===== src/rtl/pc_sequencer.sv =====
// pc_sequencer: owns the program counter and selects the next PC from sequential,
// branch, jump, jump-register and exception sources. Redirects that arrive while
// the pipeline is stalled are held until the stall releases.
`default_nettype none

module pc_sequencer #(
  parameter int unsigned      PC_W         = 13,
  parameter logic [PC_W-1:0]  RESET_VECTOR = 13'h0000,
  parameter logic [PC_W-1:0]  EXC_VECTOR   = 13'h1F00
) (
  input  logic            clk,
  input  logic            reset_n,
  input  logic [PC_W-1:0] pc_plus1,
  input  logic            stall,
  input  logic            branch_taken,
  input  logic [PC_W-1:0] branch_target,
  input  logic            jump,
  input  logic [PC_W-1:0] jump_target,
  input  logic            jump_reg,
  input  logic [PC_W-1:0] jr_target,
  input  logic            exception,
  output logic [PC_W-1:0] pc_out,
  output logic            flush,
  output logic            redirect_pending,
  output logic [15:0]     fetch_count
);

  typedef enum logic [0:0] {
    RUN  = 1'b0,
    HOLD = 1'b1
  } state_t;

  state_t          state, state_next;
  logic [PC_W-1:0] pc_reg, pc_next;
  logic [PC_W-1:0] pend_target, pend_next;
  logic [15:0]     fetch_cnt, fetch_next;
  logic            flush_reg, flush_next;

  logic            redirect;
  logic [PC_W-1:0] sel_target;

  assign redirect = exception | jump_reg | branch_taken | jump;

  // Fixed priority: exception > jump_reg > branch_taken > jump.
  always_comb begin
    sel_target = jump_target;
    if (exception)         sel_target = EXC_VECTOR;
    else if (jump_reg)     sel_target = jr_target;
    else if (branch_taken) sel_target = branch_target;
  end

  always_ff @(posedge clk or negedge reset_n) begin
    if (!reset_n) begin
      state       <= RUN;
      pc_reg      <= RESET_VECTOR;
      pend_target <= '0;
      fetch_cnt   <= '0;
      flush_reg   <= 1'b0;
    end else begin
      state       <= state_next;
      pc_reg      <= pc_next;
      pend_target <= pend_next;
      fetch_cnt   <= fetch_next;
      flush_reg   <= flush_next;
    end
  end

  always_comb begin
    state_next = state;
    pc_next    = pc_reg;
    pend_next  = pend_target;
    fetch_next = fetch_cnt;
    flush_next = 1'b0;
    case (state)
      RUN: begin
        if (redirect) begin
          if (stall) begin
            pend_next  = sel_target;
            state_next = HOLD;
          end else begin
            pc_next    = sel_target;
            flush_next = 1'b1;
          end
        end else if (!stall) begin
          pc_next    = pc_plus1;
          fetch_next = fetch_cnt + 16'd1;
        end
      end
      HOLD: begin
        // The held redirect is architecturally older; only an exception can displace it.
        if (exception) pend_next = EXC_VECTOR;
        if (!stall) begin
          pc_next    = exception ? EXC_VECTOR : pend_target;
          flush_next = 1'b1;
          state_next = RUN;
        end
      end
      default: state_next = RUN;
    endcase
  end

  assign pc_out           = pc_reg;
  assign flush            = flush_reg;
  assign redirect_pending = (state == HOLD);
  assign fetch_count      = fetch_cnt;

endmodule

`default_nettype wire


===== config.mk =====
export PLATFORM = sky130hd
export DESIGN_NAME = pc_sequencer
export DESIGN_NICKNAME = d
export VERILOG_FILES = /design/src/rtl/pc_sequencer.sv
export SDC_FILE = /design/constraint.sdc
export NUM_CORES = 1
export LEC_CHECK = 0
export ABC_AREA = 0
export CORE_MARGIN = 4
export CORE_UTILIZATION = 44
export CTS_CLUSTER_SIZE = 24
export DETAILED_ROUTE_END_ITERATION = 12
export PLACE_DENSITY = 0.8
export SLEW_MARGIN = 20
export SYNTH_ARGS = -nofsm -noshare
export SYNTH_HDL_FRONTEND = slang
export SYNTH_SLANG_ARGS = --single-unit

===== constraint.sdc =====
create_clock -name clk -period 2 [get_ports clk]
set_input_delay 0.4 -clock clk [delete_from_list [all_inputs] [get_ports clk]]
set_output_delay 0.4 -clock clk [all_outputs]
set_load 0.1 [all_outputs]

==> impl_metrics.csv <==
group,metric,value,unit
logic_synthesis,synthAdderAreaFrac,0.539,%
drt,first_pass_iters,4,
logic_synthesis,synth_seq_cells,44,
global_route,grt_first_pass_wirelength,9.52,mm
logic_synthesis,synth_top_area_share,47.5,%
logic_synthesis,synth_top_cell_by_area,"dfrtp_1",
critical_path,crit_slowest_cell,"or4_4",
floorplanning,initial_core_util,45.4,%
global_route,grt_pass1_vias,2153,
cells_and_area,largest_register_ffs,16,
critical_path,max_stage_delay,610,ps
power,p_seq_share,41.9,%
cells_and_area,antennaDiodeCount,0,
power,comb_power_share,35.3,%
power,p_total,0.00246,W
logic_synthesis,ys.warnings.count,0,
sta,rsz0062_at_grt,"false",
logic_synthesis,synth_edf_count,0,
clocking,tritoncts,"done",
logic_synthesis,syn_area_per_cell,10.1,um^2
logic_synthesis,ys_types,35,
drt,drcViolationCount,0,
drt,wl,5.71,mm
critical_path,critPathLaunchType,"primary input",
logic_synthesis,synth_compound_area_share,18.6,%
critical_path,cp-end-kind,"flop",
sta,fmax,548,MHz
clocking,cts_sinks,44,
floorplanning,rows,26,
sta,slew_headroom,76.8,%
drt,viasPerCell,5.36,
sta,fin_crit_sh,91.2,%
logic_synthesis,ys_seq_area_share,47.5,%
critical_path,worstPathArrival,1990,ps
floorplanning,design.core.area,5110,um^2
clocking,root_buffer,"clkbuf_8",
power,p_leak,1.48,nW
critical_path,cp_max_fo,4,
sta,slew_viol_final,0,
clocking,h-tree-depth,2,
floorplanning,die_area,6500,um^2
critical_path,path_buf_inv,1,
power,power.internal,0.00153,W
logic_synthesis,synth_xor_area_share,5.66,%
power,clkPwrFrac,22.8,%
logic_synthesis,yosys-mux-area-fraction,6.15,%
clocking,cts_buffers,5,
placed_design,dpl_worst_slack,-130,ps
floorplanning,io_pins,90,
cells_and_area,drive_above_1_share,20.5,%
logic_synthesis,synth-simple-area-share,18.0,%
drt,wl_per_cell,14.1,um
critical_path,crit_family,"simple AND/OR/NAND/NOR gates",
clocking,clock_latency,290,ps
clocking,clockBufferDepth,2,
min_path,hold_path.class,"primary input to async pin",
logic_synthesis,synth-async-reset-ratio,100,%
clocking,ctsResizeCount,0,
run_status,status,"complete, no violations",
sta,timing.final.crit_period,1820,ps
placed_design,hpwl,4.72,mm
power,power.switching,0.000925,W
sta,setup_viol,0,
power,p_per_area,710,nW/um^2
job,maxCapViolCount,0,
power,ir_drop,0.654,mV
logic_synthesis,synth_ff_type,"dfrtp_1",
logic_synthesis,synth.top_cells.by_area,"dfrtp_1 (47%), mux2i_1 (5.2%), o211ai_1 (4.2%), xnor2_1 (3.8%), o2bb2ai_1 (3.4%)",
drt,drtIter0Drc,62,
global_route,grt_overflow_total,0,
logic_synthesis,synth_cells,229,
cells_and_area,finalNetCount,395,
drt,ant_nets,0,
drt,vias,2175,
sta,setup_slack,175,ps
critical_path,path_cells,"clkdlybuf4s50_1, or4_4, nor3_4, mux2_1",
placed_design,portBuffers,89,
global_route,grtUsageTotal,18.5,%
logic_synthesis,synthesis.nets,289,
critical_path,worstSetupPathType,"primary input to flop",
clocking,clk_pin_slew_worst_paths,80,ps
global_route,antenna_found_initial,0,
power,swShare,37.6,%
floorplanning,die_w,80.6,um
cells_and_area,area_growth,49.4,%
logic_synthesis,synth_area,2320,um^2
logic_synthesis,synth_top_family_by_area,"compound AO/OA/AOI/OAI gates",
global_route,grt_max_degree,31,
sta,tns,0,ps
placed_design,place.gp.congestion,0.864,
critical_path,required,2170,ps
sta,timing_hold_violations_final,0,
sta,tightest_slew,347,ps
sta,clock_skew,8.86,ps
floorplanning,die_h,80.6,um
cells in the mapped netlist, types with 3 or more instances:
cell / instances
xnor2_1: 10
o22a_1: 6
o211ai_1: 13
nand4_1: 7
a311oi_1: 7
inv_1: 3
dfrtp_1: 44
nand3_1: 7
xor2_1: 5
nor2_1: 9
o21ai_0: 15
nand2_1: 20
nor3b_1: 7
clkbuf_1: 6
a21oi_1: 10
nor3_1: 7
buf_2: 4
mux2i_1: 12
o2bb2ai_1: 9
nor2b_1: 9
worst paths after layout:
| kind | end | startpoint | slack [ps] | cells after the start |
|---|---|---|---|---|
| setup / recovery | fetch_count[1]$_DFFE_PN0P_ | jump_reg | 180 | 4 |
| hold / removal | flush$_DFF_PN0_ | reset_n | 480 | 2 |
| setup reg to reg | fetch_count[9]$_DFFE_PN0P_ | redirect_pending$_DFF_PN0_ | 450 | 4 |
| hold reg to reg | fetch_count[15]$_DFFE_PN0P_ | fetch_count[15]$_DFFE_PN0P_ | 480 | 1 |
| max in group asynchronous | redirect_pending$_DFF_PN0_ | reset_n | 1010 | 3 |
| min in group clk | fetch_count[15]$_DFFE_PN0P_ | fetch_count[15]$_DFFE_PN0P_ | 480 | 1 |
per-layer routing:
metal / track usage [%] / part of all wire (%)
met3: 3.14 / 7.2
met2: 32.9 / 50
met4: 7.26 / 1.6
met1: 22.0 / 42
met5: 0 / 0
per-stage QoR:
step | std cells | area, um^2 | hold WS, ps | util, %
after global placement | 397 | 3360 | 260 | 65.8
final | 406 | 3460 | 476 | 67.8
after detailed placement | 397 | 3360 | 258 | 65.8
after global routing | 406 | 3460 | 492 | 67.8
after floorplan | 229 | 2320 | 104 | -
after CTS | 406 | 3460 | 480 | 67.8
placed cells by master, fill, tap and decap left out, drive strengths merged, types with 2 or more instances in the layout:
| cell | Yosys | final |
|---|---|---|
| a311oi | 7 | 7 |
| o21ai | 15 | 15 |
| o2bb2ai | 9 | 9 |
| nand3 | 7 | 7 |
| clkbuf | 6 | 7 |
| dfrtp | 44 | 44 |
| o211ai | 13 | 13 |
| inv | 3 | 3 |
| nor2 | 9 | 9 |
| and2 | 2 | 2 |
| nor2b | 9 | 9 |
| and3 | 2 | 2 |
| xnor2 | 10 | 10 |
| nand4 | 7 | 7 |
| xor2 | 5 | 5 |
| mux2 | 2 | 2 |
| clkdlybuf4s50 | 0 | 57 |
| nor3b | 7 | 7 |
| mux2i | 12 | 12 |
| nand2 | 20 | 20 |
| nor3 | 8 | 8 |
| buf | 8 | 55 |
| a21oi | 11 | 11 |
| o22a | 6 | 6 |
layout make-up:
cell class | count | area (um^2)
well taps | 70 | 87.6
clock buffers | 7 | 86.3
flip-flops and latches | 44 | 1100
fillers | 405 | 1640
inverters | 3 | 11.3
repair buffers | 113 | 1030
multi-input cells | 168 | 1140
clock inverters | 1 | 7.51
power by group through the flow:
stage	Combinational, W	Clock, W	Sequential, W
finish	0.000869	0.000560	0.00103
global route	0.000918	0.000622	0.00104
CTS	0.000875	0.000567	0.00103
detailed placement	0.000873	0	0.00105
global placement	0.000861	0	0.00104
floorplan	0.000189	0	0.00142
worst register-to-register path: stages (launching register included):
cell and delay, ps:
dfrtp_2 520, and4bb_2 380, nand4_1 210, nor2_1 190, xor2_1 170
kinds of logic after synthesis:
logic type               after synthesis
flip-flops                            44
AO/OA/AOI/OAI                         62
AND/OR/NAND/NOR                       76
XOR/XNOR                              15
multiplexers                          14
buffers and inverters                 17
adder cells (fa/ha/maj)                1
repair_timing:
item                       CTS  global route
setup endpoints to repair    0             0
hold buffers                 1             0
hold endpoints to repair     7             0
buffers inserted             0             0
Note: power is estimated with default switching activity, not from simulation.
